## src/rtl/seg7_pkg.sv

```systemverilog
// rtl/seg7_pkg.sv - shared constants and types for the seven-segment scanner
// Purpose: active-low segment patterns {g,f,e,d,c,b,a}, all-off values, and
//          the digit-position enum shared by the scanner and the decoder.
// Ports:   none (package).
package seg7_pkg;

  localparam logic [6:0] SEG_0    = 7'h40;
  localparam logic [6:0] SEG_1    = 7'h79;
  localparam logic [6:0] SEG_2    = 7'h24;
  localparam logic [6:0] SEG_3    = 7'h30;
  localparam logic [6:0] SEG_4    = 7'h19;
  localparam logic [6:0] SEG_5    = 7'h12;
  localparam logic [6:0] SEG_6    = 7'h02;
  localparam logic [6:0] SEG_7    = 7'h78;
  localparam logic [6:0] SEG_8    = 7'h00;
  localparam logic [6:0] SEG_9    = 7'h10;
  localparam logic [6:0] SEG_DASH = 7'h3F;

  localparam logic [6:0] SEG_OFF  = 7'h7F;
  localparam logic [3:0] AN_OFF   = 4'hF;

  // Digit position on the display; also the adj_sel encoding.
  typedef enum logic [1:0] {
    POS_SEC_R = 2'd0,
    POS_SEC_L = 2'd1,
    POS_MIN_R = 2'd2,
    POS_MIN_L = 2'd3
  } pos_e;

endpackage

```

## src/rtl/seg7_decode.sv

```systemverilog
// rtl/seg7_decode.sv - BCD to active-low seven-segment decoder
// Purpose: combinational decode of one BCD digit; non-BCD codes show a dash.
// Ports:   bcd  in  4  digit value
//          seg  out 7  cathodes {g,f,e,d,c,b,a}, active-low
module seg7_decode
  import seg7_pkg::*;
(
  input  logic [3:0] bcd,
  output logic [6:0] seg
);

  always_comb begin
    seg = SEG_DASH;
    case (bcd)
      4'd0: seg = SEG_0;
      4'd1: seg = SEG_1;
      4'd2: seg = SEG_2;
      4'd3: seg = SEG_3;
      4'd4: seg = SEG_4;
      4'd5: seg = SEG_5;
      4'd6: seg = SEG_6;
      4'd7: seg = SEG_7;
      4'd8: seg = SEG_8;
      4'd9: seg = SEG_9;
      default: seg = SEG_DASH;
    endcase
  end

endmodule

```

## src/rtl/seg7_scan.sv

```systemverilog
// rtl/seg7_scan.sv - 4-digit common-anode display multiplexer with blink
// Purpose: scans four BCD digits onto one display, snapshotting them once per
//          frame so a frame never tears, blanking the start of every slot to
//          suppress ghosting, and blinking the digit under adjustment.
// Ports:   clk         in  1  system clock
//          rst_n       in  1  asynchronous active-low reset
//          min_l..sec_r in 4  BCD digits from the counter
//          adj         in  1  adjust mode active
//          adj_sel     in  2  digit being adjusted (pos_e encoding)
//          an          out 4  anodes, active-low, an[i] = position i
//          seg         out 7  cathodes {g,f,e,d,c,b,a}, active-low
//          dp          out 1  decimal point, active-low (lit at position 2)
//          frame_done  out 1  one-cycle pulse at each frame boundary
module seg7_scan
  import seg7_pkg::*;
#(
  parameter int SCAN_DIV     = 262144,
  parameter int BLANK_CYCLES = 1024,
  parameter int BLINK_FRAMES = 48
) (
  input  logic       clk,
  input  logic       rst_n,
  input  logic [3:0] min_l,
  input  logic [3:0] min_r,
  input  logic [3:0] sec_l,
  input  logic [3:0] sec_r,
  input  logic       adj,
  input  logic [1:0] adj_sel,
  output logic [3:0] an,
  output logic [6:0] seg,
  output logic       dp,
  output logic       frame_done
);

  localparam int CNT_W = $clog2(SCAN_DIV);
  localparam int FC_W  = (BLINK_FRAMES > 1) ? $clog2(BLINK_FRAMES) : 1;

  localparam logic [CNT_W-1:0] CNT_LAST  = CNT_W'(SCAN_DIV - 1);
  localparam logic [CNT_W-1:0] BLANK_END = CNT_W'(BLANK_CYCLES);
  localparam logic [FC_W-1:0]  FC_LAST   = FC_W'(BLINK_FRAMES - 1);

  logic [CNT_W-1:0] cnt;
  logic [1:0]       idx;
  logic [15:0]      snap;   // {min_l, min_r, sec_l, sec_r}
  logic [FC_W-1:0]  fc;
  logic             bl;

  logic       slot_end;
  logic       frame_end;
  logic       blank;
  logic [3:0] digit;
  logic [6:0] dec_seg;

  always_comb begin
    slot_end  = (cnt == CNT_LAST);
    frame_end = slot_end && (idx == 2'd3);
    // bl is gated by adj here so dropping adj un-blanks on the very next output.
    blank     = (cnt < BLANK_END) || (adj && bl && (idx == adj_sel));
    digit     = snap[3:0];
    case (pos_e'(idx))
      POS_SEC_R: digit = snap[3:0];
      POS_SEC_L: digit = snap[7:4];
      POS_MIN_R: digit = snap[11:8];
      POS_MIN_L: digit = snap[15:12];
      default:   digit = snap[3:0];
    endcase
  end

  seg7_decode u_decode (
    .bcd (digit),
    .seg (dec_seg)
  );

  // Prescaler, slot index and per-frame snapshot.
  always_ff @(posedge clk or negedge rst_n) begin
    if (!rst_n) begin
      cnt  <= '0;
      idx  <= 2'd0;
      snap <= 16'h0000;
    end else begin
      cnt <= slot_end ? '0 : cnt + 1'b1;
      if (slot_end) begin
        idx <= idx + 2'd1;
      end
      if (frame_end) begin
        snap <= {min_l, min_r, sec_l, sec_r};
      end
    end
  end

  // Blink phase: held at zero outside adjust mode so the selected digit is
  // first shown for a full half-period when adjust mode is entered.
  always_ff @(posedge clk or negedge rst_n) begin
    if (!rst_n) begin
      fc <= '0;
      bl <= 1'b0;
    end else if (!adj) begin
      fc <= '0;
      bl <= 1'b0;
    end else if (frame_end) begin
      if (fc == FC_LAST) begin
        fc <= '0;
        bl <= ~bl;
      end else begin
        fc <= fc + 1'b1;
      end
    end
  end

  // Registered display outputs.
  always_ff @(posedge clk or negedge rst_n) begin
    if (!rst_n) begin
      an         <= AN_OFF;
      seg        <= SEG_OFF;
      dp         <= 1'b1;
      frame_done <= 1'b0;
    end else begin
      frame_done <= frame_end;
      if (blank) begin
        an  <= AN_OFF;
        seg <= SEG_OFF;
        dp  <= 1'b1;
      end else begin
        an  <= ~(4'b0001 << idx);
        seg <= dec_seg;
        dp  <= (pos_e'(idx) != POS_MIN_R);
      end
    end
  end

endmodule

```

## config.mk

```make
export PLATFORM = sky130hd
export DESIGN_NAME = seg7_scan
export DESIGN_NICKNAME = d
export VERILOG_FILES = /design/src/rtl/seg7_pkg.sv /design/src/rtl/seg7_decode.sv /design/src/rtl/seg7_scan.sv
export SDC_FILE = /design/constraint.sdc
export NUM_CORES = 1
export LEC_CHECK = 0
export CAP_MARGIN = 40
export CORE_ASPECT_RATIO = 0.5
export CORE_MARGIN = 5
export CORE_UTILIZATION = 55
export DETAILED_ROUTE_END_ITERATION = 10
export PLACE_DENSITY = 0.82
export SKIP_CTS_REPAIR_TIMING = 1
export SYNTH_ARGS = -nofsm -noshare
export SYNTH_HDL_FRONTEND = slang
export SYNTH_SLANG_ARGS = --single-unit
```

## constraint.sdc

```tcl
create_clock -name clk -period 2.8 [get_ports clk]
set_input_delay 0.56 -clock clk [delete_from_list [all_inputs] [get_ports clk]]
set_output_delay 0.56 -clock clk [all_outputs]
set_load 0.05 [all_outputs]
```

# [Word-level counts from Yosys, hierarchy flattened]
# Memory sizes are Yosys's and may differ from the RTL's.
# Index checks and enable logic that the tools add are counted.
[totals] elab_cells=43 reg_bits=56 in_bits=21 rom_bits=112 memories=1 output_inout_bits=13
[classes] magnitude_cmp=1 bitwise_logic=2 reduce_logical=6 add_sub_neg=3 shift=1 muxes=11 n_eq_ne=9
[memory_table] memory="(name not given)" words=16 word_bits=7 read_ports=1 rd_ports_with_merged_regs=0 wr=0 line_no="seg7_decode.sv:14" rtl="case (bcd)"
[op_table] op="18-bit by 1-bit adder with 18-bit output, second input constant" n=1
[op_table] op="18-bit == test, second input constant" n=1
[op_table] op="18-bit by 11-bit < comparator with 1-bit output, second input constant" n=1
[op_table] op="18-bit 2-to-1 mux" n=1
[op_table] op="6-bit 2-to-1 mux" n=3
[op_table] op="4-bit case mux with 4 select lines" n=1
[op_table] op="7-bit 2-to-1 mux" n=1
[op_table] op="6-bit by 1-bit adder with 6-bit output, second input constant" n=1
[op_table] op="6-bit == test, second input constant" n=1
[op_table] op="2-bit == test, second input constant" n=2
[op_table] op="1-bit 2-to-1 mux" n=4
[op_table] op="4-bit 2-to-1 mux" n=1
[op_table] op="2-bit by 1-bit inequality test with 1-bit output, second input constant" n=2
[op_table] op="4-bit NOT" n=1
[op_table] op="1-bit by 2-bit << shifter with 4-bit output, first input constant" n=1
[op_table] op="1-bit logical AND" n=3
[op_table] op="2-bit by 1-bit adder with 2-bit output, second input constant" n=1
[op_table] op="2-bit by 1-bit == test with 1-bit output, second input constant" n=1
[op_table] op="2-bit == test" n=1
[op_table] op="2-bit logical NOT" n=1
[op_table] op="2-bit inequality test, second input constant" n=1
[op_table] op="2-bit AND reduction" n=1
[op_table] op="1-bit logical OR" n=1
[op_table] op="1-bit NOT" n=1

# [Longest topological paths before layout]
# Gate-level depths: netlist of run 1.
[depth] ltp_word=4 ltp_mapped=9 depth_no_buf=9

# [Modules after synthesis]
# Synthesis of run 1 repeated with hierarchy kept, for this count alone.
[hier_totals] hier_cells=244 area_unflattened_um2=2851.5
[by_module_without_submodules] module="seg7_scan" seq_area_each_um2=1390.1 instances=1 cells_per_inst=213 area_per_inst_um2=2611.3
[by_module_without_submodules] module="seg7_decode" seq_area_each_um2=0.0 instances=1 cells_per_inst=31 area_per_inst_um2=240.2

# [Worst setup path after synthesis of run 1]
# No wires, ideal clock.
[synth_timing] path_kind="reg-to-reg" from="reg idx[0]" to="reg seg[3]" slack_ns=0.723 arrival_time_ns=1.975 synth_period_minus_slack_ns=2.077 setup_ns=0.103 required_ns=2.697 n_path_buf=1 stages_incl_launch_ff=10 cell_sequence="dfrtp_1 inv_1 ha_1 clkbuf_1 mux2i_1 inv_1 ha_1 inv_1 o21ai_0 o2111ai_1"
[synth_via] elab_chain_cells=4 elab_cells_between_ends=10 classes_between="4 x eq/ne; 2 x mux; 3 x reduce/logical; 1 x memory"
[synth_lines] item="start, declared" line_no="seg7_scan.sv:43" rtl="logic [1:0] idx;"
[synth_lines] item="start signal, assigned" line_no="seg7_scan.sv:83" rtl="idx <= idx + 2'd1;"
[synth_lines] item="2-bit == test (tied with other cells)" line_no="seg7_scan.sv:60" rtl="case (pos_e'(idx))"
[synth_lines] item="4-bit case mux with 4 select lines or 1-bit logical AND (tied branches)" line_no="seg7_scan.sv:60, seg7_scan.sv:58"
[synth_lines] item="memory read 16 x 7 bit or 1-bit logical OR (tied branches)"
[synth_lines] item="7-bit 2-to-1 mux *" line_no="seg7_scan.sv:119" rtl="if (blank) begin"
[synth_lines] item="end signal, assigned" line_no="seg7_scan.sv:125" rtl="seg <= dec_seg;"
[synth_lines] item="end, declared" line_no="seg7_scan.sv:30" rtl="output logic [6:0] seg,"
# Every way passes the cells marked *; elsewhere a longest branch is shown, timed or not.
# A chain may end at the register's enable or synchronous reset.

# [Final worst setup path of run 1]
# Same ends and word-level chain as after synthesis.

==> results.cfg, run 1 <==
[critical_path]
crit_chain = ha_1, a222oi_1, mux2i_1, inv_1, ha_1, inv_1, o21ai_0, o2111ai_1
setup.worst_path.start = idx[0]$_DFFE_PN0N_
crit_family = adder cells
startpoint_type = register
r2r_slack_ns = 0.49
rr_worst_depth = 8
critPathBufInv = 2
crit_fanout = 11
end_kind = register
slowest_stage = ha_1
r2r-start = idx[0]$_DFFE_PN0N_
cp.required_ns = 3.02
path_depth = 8
path_class = register to register
arrival_ns = 2.53
r2r-end = seg[3]$_DFF_PN1_
critPathCapture = seg[3]$_DFF_PN1_
critPathMaxStageDelay_ns = 0.46

[job]
cap_violations = 0

[sta]
slew_headroom_pct = 52.5
setup_ws_ns = 0.493
final_hold_viol_count = 0
period_minus_slack_ns = 2.31
timing.final.crit_share_pct = 82.4
finClkSkew_ns = 0.00489
fmax_mhz = 433
slew_viol_final = 0
tightest_slew_ns = 0.693
setup_viol = 0
grt_setup_unrepaired = no
timing.setup.tns_ns = 0

[cts]
clk_pin_slew_ns = 0.09
cts_tree = built
cts-buffers-inserted = 5
cts-root-buf = clkbuf_8
h-tree-depth = 2
clk_latency_ns = 0.31
cts.sinks = 55
clk_path_buf_depth = 2

[placement]
dp.cells = 342
place_ws_ns = 0.551
gp_congestion = 0.928
port_buffers = 33
dp_hpwl_um = 4150

[global_routing]
grt_max_degree = 29
grt_pass1_wl_um = 9540
track_usage_pct = 18.0
first_global_vias = 2008
antenna_found_initial = 0
grt-ovfl-total = 0

[yosys]
muxShareOfSynthArea_pct = 10.4
postSynthCellCount = 246
ys_types = 52
syn_area_per_cell_sq_um = 11.4
synth_edf_count = 0
synthXorXnorAreaFrac_pct = 5.32
synth_seq_area_share_pct = 49.7
synth_compound_area_share_pct = 8.40
syn-num-nets = 277
ys_dominant_reg_cell = dfrtp_1
yosysWarnings = 0
ys_ff_latch = 55
synth_fa_ha_area_share_pct = 4.47
synth_top_family_by_area = simple AND/OR/NAND/NOR gates
async_flop_share_pct = 100
syn_area_sq_mm = 0.00280
yosys.area_share.simple_pct = 17.3

[layout]
areaGrowthSynthToFinish_pct = 16.9
nFillCells = 366
drive_gt1_share_pct = 17.9
layout.nets = 310
stdcell_count = 350
diodes = 0

[drt]
drtIter0Drc = 133
wl_per_cell_um = 16.2
vias_per_cell = 5.69
dr.pass1.iters = 5
ant_nets = 0
postRouteWirelength_um = 5650
vias = 1993
drc = 0

[power]
power.leakage_nw = 1.42
vdd_ir_drop_max_uv = 301
power_density_mw_per_mm2 = 433

[hold_path]
hp-class = input pin to asynchronous set/reset pin

[die]
dieArea_sq_mm = 0.00670
start_util_pct = 56.7
io-pin-count = 34
die_h_um = 60.4
die_w_um = 111
rows = 18
coreArea_sq_mm = 0.00493

[outcome]
status = complete, no violations
cell type report:
| type | count | area, sq um | area share [%] |
|---|---|---|---|
| flip-flops and latches | 55 | 1390 | 42.5 |
| multi-input cells | 167 | 1280 | 39.2 |
| repair buffers | 37 | 355 | 10.9 |
| well taps | 70 | 87.6 | 2.68 |
| clock buffers | 5 | 68.8 | 2.10 |
| inverters | 13 | 48.8 | 1.49 |
| clock inverters | 3 | 38.8 | 1.19 |
worst min-delay path by stage:
stage | endpoint | slack (ns) | cells after the start
after floorplan | bl$_DFFE_PN0P_ | 0.26 | 0
after global placement | cnt[0]$_DFF_PN0_ | 0.46 | 1
after detailed placement | cnt[0]$_DFF_PN0_ | 0.49 | 1
after CTS | snap[12]$_DFFE_PN0P_ | 0.28 | 1
after global routing | cnt[7]$_DFF_PN0_ | 0.30 | 1
final | cnt[7]$_DFF_PN0_ | 0.26 | 1
cell usage in the layout, fill, tap and decap left out, types with 2 or more instances in the layout:
master           Yosys  routed
mux2_2               8       8
o31ai_1              2       2
and3_2               2       2
nand3_1             11      11
and4_1               2       2
xor2_1              11      11
dfstp_2             11      11
mux2i_1              5       5
nand2b_1             4       4
nor2_1              13      13
or3_1                3       3
o2111ai_1            2       2
clkinv_1             1       2
inv_1               12      12
a211oi_1             2       2
clkdlybuf4s50_1      0      32
a21oi_1              5       5
nor4_1               4       4
mux2_4              10      10
nand2_1             15      15
and3_1               3       3
o21ai_0             10      10
a222oi_1             4       4
or4_1                2       2
nor2b_1              2       2
ha_1                10      10
clkbuf_8             1       5
buf_4                2       4
nor3_1               3       3
dfrtp_1             44      44
nand3_4              2       2
nand4_1              9       9
xnor2_1              6       6
synthesized netlist by cell type, types with 2 or more instances:
| master | count | area (sq um) |
|---|---|---|
| nand3_4 | 2 | 35.0 |
| a211oi_1 | 2 | 15.0 |
| xnor2_1 | 6 | 52.6 |
| buf_6 | 2 | 22.5 |
| nand3_1 | 11 | 55.1 |
| o31ai_1 | 2 | 15.0 |
| or3_1 | 3 | 18.8 |
| buf_2 | 2 | 10.0 |
| mux2_2 | 8 | 90.1 |
| and4_1 | 2 | 17.5 |
| nand2b_1 | 4 | 25.0 |
| a222oi_1 | 4 | 40.0 |
| nor2b_1 | 2 | 12.5 |
| mux2i_1 | 5 | 50.1 |
| buf_4 | 2 | 15.0 |
| dfrtp_1 | 44 | 1100 |
| or4_1 | 2 | 15.0 |
| o2111ai_1 | 2 | 17.5 |
| nand4_1 | 9 | 56.3 |
| inv_1 | 12 | 45.0 |
| clkbuf_1 | 4 | 15.0 |
| and3_2 | 2 | 15.0 |
| ha_1 | 10 | 125 |
| nor2_1 | 13 | 48.8 |
| nor4_1 | 4 | 25.0 |
| o21ai_0 | 10 | 50.1 |
| nand2_1 | 15 | 56.3 |
| and3_1 | 3 | 18.8 |
| dfstp_2 | 11 | 289 |
| nor3_1 | 3 | 15.0 |
| a21oi_1 | 5 | 25.0 |
| mux2_4 | 10 | 150 |
| xor2_1 | 11 | 96.3 |
through the flow:
step	total power, mW	instance area (sq um)	util (%)	hold slack (ns)
after detailed placement	0.917	3170	64.2	0.487
after floorplan	0.860	2800	-	0.264
after CTS	1.43	3270	66.4	0.277
final	1.42	3270	66.4	0.255
after global placement	0.913	3170	64.2	0.464
after global routing	1.47	3270	66.4	0.296
state kept, by name (all words and copies together) (netlist names):
| name | cells |
|---|---|
| cnt | 18 |
| an | 3 |
| bl | 1 |
| fc | 6 |
| seg | 7 |
| frame_done | 1 |
| snap | 16 |
| idx | 2 |
| dp | 1 |
kinds of logic (layout without fill, tap and decap cells):
group           count (synthesis)  count (layout)
compound gates                 34              34
fa+ha+maj                      10              10
mux                            23              23
simple gates                   83              83
xor+xnor                       17              17
flops                          55              55
buf+inv                        24              58
power breakdown:
| part | switching (mW) | internal, mW | leakage, nW |
|---|---|---|---|
| registers | 0.00853 | 0.806 | 0.679 |
| logic | 0.0405 | 0.0466 | 0.690 |
| clock network | 0.252 | 0.262 | 0.0556 |
| total | 0.301 | 1.12 | 1.42 |
metal layers:
layer,up-vias,global-route usage (%),share of wire (%)
met5,-,0,0
met1,978,21.5,43
met4,0,4.74,1.0
li1,953,-,-
met3,9,4.58,4.5
met2,53,33.9,51
worst register-to-register path: cells and delay by family, from the launching register on:
family | cells | cell delay, ns
AOI/OAI and AO/OA | 3 | 0.42
adders and majority gates | 2 | 0.78
buffers and inverters | 2 | 0.17
DFF | 1 | 0.43
muxes | 1 | 0.44
Power figures use the tool's default switching activity.
==> inputs of run 2 (changes only) <==
==> constraint.sdc (replaced) <==
create_clock -name clk -period 2.35 [get_ports clk]
set_input_delay 0.47 -clock clk [delete_from_list [all_inputs] [get_ports clk]]
set_output_delay 0.47 -clock clk [all_outputs]
set_load 0.05 [all_outputs]
==> run 2 against run 1 <==
- via count increased by 0.70%
- clock skew increased by 0.0064 ns
- largest power group unchanged
- global-route usage decreased by 0.48 points
- first-iteration DRC count increased by 11%
- critical path depth unchanged
- register-to-register slack got worse by 0.31 ns
- non-clock buffer count increased by 6
- critical endpoint unchanged
==> results.cfg, run 2 (synthesized netlist as in run 1, its figures left out) <==
[cts]
cts_tree = built
h-tree-depth = 2
clk_pin_slew_ns = 0.10
clk_path_buf_depth = 2
cts.sinks = 55
clk_latency_ns = 0.31
cts-buffers-inserted = 5
cts-root-buf = clkbuf_8

[job]
cap_violations = 0

[drt]
drtIter0Drc = 147
drc = 0
postRouteWirelength_um = 5680
ant_nets = 0
dr.pass1.iters = 4
wl_per_cell_um = 15.9
vias = 2007
vias_per_cell = 5.64

[sta]
timing.final.crit_share_pct = 92.2
slew_viol_final = 0
final_hold_viol_count = 0
timing.setup.tns_ns = 0
finClkSkew_ns = 0.0113
grt_setup_unrepaired = no
slew_headroom_pct = 51.3
setup_viol = 0
period_minus_slack_ns = 2.17
tightest_slew_ns = 0.711
setup_ws_ns = 0.183
fmax_mhz = 461
timing.hold.ws_ns = 0.168

[placement]
port_buffers = 33
gp_congestion = 0.826
dp_hpwl_um = 4180
dp.cells = 344
place_ws_ns = 0.0717

[layout]
areaGrowthSynthToFinish_pct = 19.4
stdcell_count = 356
nFillCells = 355
largest_registers = cnt (18), snap (16), seg (7)
largest_reg_flops = 18
diodes = 0
final_common_cell = dfrtp_1
regMostFlops = cnt
final_cell_mix = 44 x dfrtp_1, 32 x clkdlybuf4s50_1, 15 x nand2_1
drive_gt1_share_pct = 20.3
layout.nets = 316

[critical_path]
path_class = register to register
crit_family = adder cells
critPathMaxStageDelay_ns = 0.43
slowest_stage = dfrtp_1
startpoint_type = register
crit_chain = inv_1, ha_1, mux2i_2, inv_1, ha_1, inv_1, o21ai_0, o2111ai_1
crit_top_cell = inv_1
rr_worst_depth = 8
cp.required_ns = 2.55
end_kind = register
crit_fanout = 5
critPathBufInv = 3
r2r-start = idx[1]$_DFFE_PN0N_
r2r-end = seg[3]$_DFF_PN1_
arrival_ns = 2.37
r2r_slack_ns = 0.18

[global_routing]
track_usage_pct = 17.6
antenna_found_initial = 0
grt_max_degree = 30
first_global_vias = 2018
grt_pass1_wl_um = 9450
grt-ovfl-total = 0

[die]
dieArea_sq_mm = 0.00670
die_h_um = 60.4
start_util_pct = 56.7
rows = 18
coreArea_sq_mm = 0.00493
io-pin-count = 34
die_w_um = 111

[outcome]
status = complete, no violations

[power]
switching_power_mw = 0.368
clkPwrFrac_pct = 36.6
vdd_ir_drop_max_uv = 267
combPwrFrac_pct = 6.6
pwr-share-seq_pct = 56.8
sw_frac_of_total_pct = 21.5
power_mw = 1.71
p_int_mw = 1.34
power_density_mw_per_mm2 = 511
power.leakage_nw = 1.45

[hold_path]
hp-class = input pin to asynchronous set/reset pin
run 2: how the worst max path moves through the flow:
stage	end	slack (ns)	cells past startpoint	from
after floorplan	seg[3]$_DFF_PN1_	0.27	9	idx[0]$_DFFE_PN0N_
after global placement	seg[3]$_DFF_PN1_	0.25	8	idx[0]$_DFFE_PN0N_
after detailed placement	seg[3]$_DFF_PN1_	0.07	8	idx[0]$_DFFE_PN0N_
after CTS	seg[3]$_DFF_PN1_	0.05	8	idx[0]$_DFFE_PN0N_
after global routing	seg[4]$_DFF_PN1_	0.02	8	idx[1]$_DFFE_PN0N_
final	seg[3]$_DFF_PN1_	0.18	8	idx[1]$_DFFE_PN0N_
run 2: per-layer routing:
layer	vias to the layer above	GRT usage (%)	routed length (um)	share of wire, %
li1	964	-	-	-
met1	975	21.0	2430	43
met2	58	32.9	2940	52
met3	10	4.28	255	4.5
met4	0	4.74	52	0.92
met5	-	0	0	0
run 2: stage by stage:
step,util [%],area (sq um)
final,67.8,3340
after global routing,67.8,3340
after CTS,67.0,3300
after detailed placement,64.7,3190
after global placement,64.7,3190
after floorplan,-,2800
run 2: power by group through the flow:
| stage | combinational (mW) | sequential (mW) | clock [mW] |
|---|---|---|---|
| after detailed placement | 0.109 | 0.988 | 0 |
| after global routing | 0.125 | 0.971 | 0.682 |
| after floorplan | 0.0412 | 0.984 | 0 |
| after CTS | 0.110 | 0.970 | 0.633 |
| after global placement | 0.103 | 0.987 | 0 |
| final | 0.113 | 0.970 | 0.625 |
run 2: worst register-to-register path, cell delays in order (launching register included):
cell and delay [ns]:
dfrtp_1 0.43, inv_1 0.14, ha_1 0.33, mux2i_2 0.38, inv_1 0.12, ha_1 0.32, inv_1 0.04, o21ai_0 0.17
o2111ai_1 0.14
run 2: area by class of cell:
cell class	instances	area (sq um)	share of cell area, %
clock buffers	5	68.8	2.06
repair buffers	43	413	12.4
flip-flops and latches	55	1390	41.6
multi-input cells	167	1290	38.5
inverters	13	52.6	1.57
well taps	70	87.6	2.62
clock inverters	3	42.5	1.27
==> inputs of run 3 (changes only) <==
--- a/config.mk
+++ b/config.mk
@@ -6,8 +6,6 @@
 export NUM_CORES = 1
 export LEC_CHECK = 0
 export CAP_MARGIN = 40
-export CORE_ASPECT_RATIO = 0.5
-export CORE_MARGIN = 5
 export CORE_UTILIZATION = 55
 export DETAILED_ROUTE_END_ITERATION = 10
 export PLACE_DENSITY = 0.82
==> run 3 against run 2 <==
- clock skew shrank 0.0039 ns
- critical path depth is the same
- die area decreased by 20%
- design area is 0.82% lower
- clock-buffer cell count rose by 1
- sequential power is essentially flat
- fmax shrank 0.83%
- global-route usage increased by 4.2 points
- sequential share of layout area increased by 0.35 points
- core utilization increased by 1.0 points
- combinational power down 7%
- clock power is 12% lower
- critical endpoint is now seg[4]$_DFF_PN1_
- largest cell class unchanged
==> results.cfg, run 3 (synthesized netlist as in run 1, its figures left out) <==
[global_routing]
antenna_found_initial = 0
grt_pass1_wl_um = 8910
first_global_vias = 1942
grt-ovfl-total = 0
grt_max_degree = 56
track_usage_pct = 21.7

[critical_path]
crit_chain = inv_1, ha_1, a222oi_1, mux2_4, clkinvlp_4, ha_1, and3_1, o21ai_0
critPathBufInv = 2
arrival_ns = 2.42
startpoint_type = register
crit_fanout = 9
path_class = register to register
end_kind = register
cp.required_ns = 2.59
crit_family = adder cells
crit_top_cell = ha_1
slowest_stage = dfrtp_1
critPathMaxStageDelay_ns = 0.41

[die]
io-pin-count = 34
rows = 25
start_util_pct = 58.1
die_w_um = 73.3
die_h_um = 73.3
dieArea_sq_mm = 0.00538
coreArea_sq_mm = 0.00482

[cts]
clk_pin_slew_ns = 0.10
clk_latency_ns = 0.31
cts_tree = built
cts-root-buf = clkbuf_8
h-tree-depth = 2
clk_path_buf_depth = 2
cts.sinks = 55
cts-buffers-inserted = 5

[sta]
setup_viol = 0
timing.hold.ws_ns = 0.261
tightest_slew_ns = 0.655
timing.final.crit_share_pct = 93.0
final_hold_viol_count = 0
finClkSkew_ns = 0.00738
timing.setup.tns_ns = 0
grt_setup_unrepaired = no
slew_headroom_pct = 55.1
period_minus_slack_ns = 2.19
fmax_mhz = 458
slew_viol_final = 0

[hold_path]
hp-class = input pin to asynchronous set/reset pin

[layout]
drive_gt1_share_pct = 20.6
final_common_cell = dfrtp_1
areaGrowthSynthToFinish_pct = 18.4
diodes = 0
layout.nets = 316
fin_area_sq_mm = 0.00331
regMostFlops = cnt
final_cell_mix = 44 x dfrtp_1, 32 x clkdlybuf4s50_1, 15 x nand2_1
stdcell_count = 353
largest_registers = cnt (18), snap (16), seg (7)
largest_reg_flops = 18

[job]
cap_violations = 0

[placement]
gp_congestion = 0.828
dp_hpwl_um = 3760
port_buffers = 33
dp.cells = 344
placed_cell_area_sq_mm = 0.00320

[power]
power_density_mw_per_mm2 = 491
power_mw = 1.63
vdd_ir_drop_max_uv = 370
power.leakage_nw = 1.45

[drt]
top_layer = met4
drtIter0Drc = 126
route.met2.wl_um = 2380
wl_met1_um = 2490
wl_per_cell_um = 14.9
wl_met3_um = 230
drc = 0
ant_nets = 0
dr.pass1.iters = 4
vias = 2021
vias_per_cell = 5.73
postRouteWirelength_um = 5240

[outcome]
status = complete, no violations
## run 3: power by group
part | total (mW) | switching, mW | internal [mW]
Combinational | 0.105 | 0.0475 | 0.0574
Clock | 0.552 | 0.310 | 0.242
Sequential | 0.970 | 0.00907 | 0.961
## run 3: area by class of cell
| class | instances | area [sq um] |
|---|---|---|
| Timing Repair Buffer | 43 | 400 |
| Multi-Input combinational cell | 167 | 1290 |
| Clock buffer | 6 | 82.6 |
| Inverter | 13 | 52.6 |
| Tap cell | 67 | 83.8 |
| Fill cell | 375 | 1500 |
| Sequential cell | 55 | 1390 |
| Clock inverter | 2 | 15.0 |
## run 3: metal layers
layer	vias to the layer above	global-route usage [%]
li1	960	-
met1	990	30.7
met2	58	32.6
met3	13	4.80
met4	0	8.97
met5	-	0
## run 3: stage by stage
stage / setup slack (ns) / util, %
after global placement: 0.251 / 66.4
after floorplan: 0.273 / -
after CTS: 0.0711 / 68.4
final: 0.165 / 68.8
after global routing: 0.00650 / 68.8
after detailed placement: 0.115 / 66.4
## run 3: final timing paths
kind                                          from                  end  slack, ns  cells past startpoint
max in group asynchronous                    rst_n    fc[0]$_DFFE_PN0P_       1.63                      2
worst max register to register  idx[0]$_DFFE_PN0N_     seg[4]$_DFF_PN1_       0.16                      8
worst min register to register    cnt[0]$_DFF_PN0_     cnt[0]$_DFF_PN0_       0.48                      1
worst max-delay path            idx[0]$_DFFE_PN0N_     seg[4]$_DFF_PN1_       0.16                      8
min in group clk                  cnt[0]$_DFF_PN0_     cnt[0]$_DFF_PN0_       0.48                      1
worst min-delay path                         rst_n  snap[9]$_DFFE_PN0P_       0.26                      2
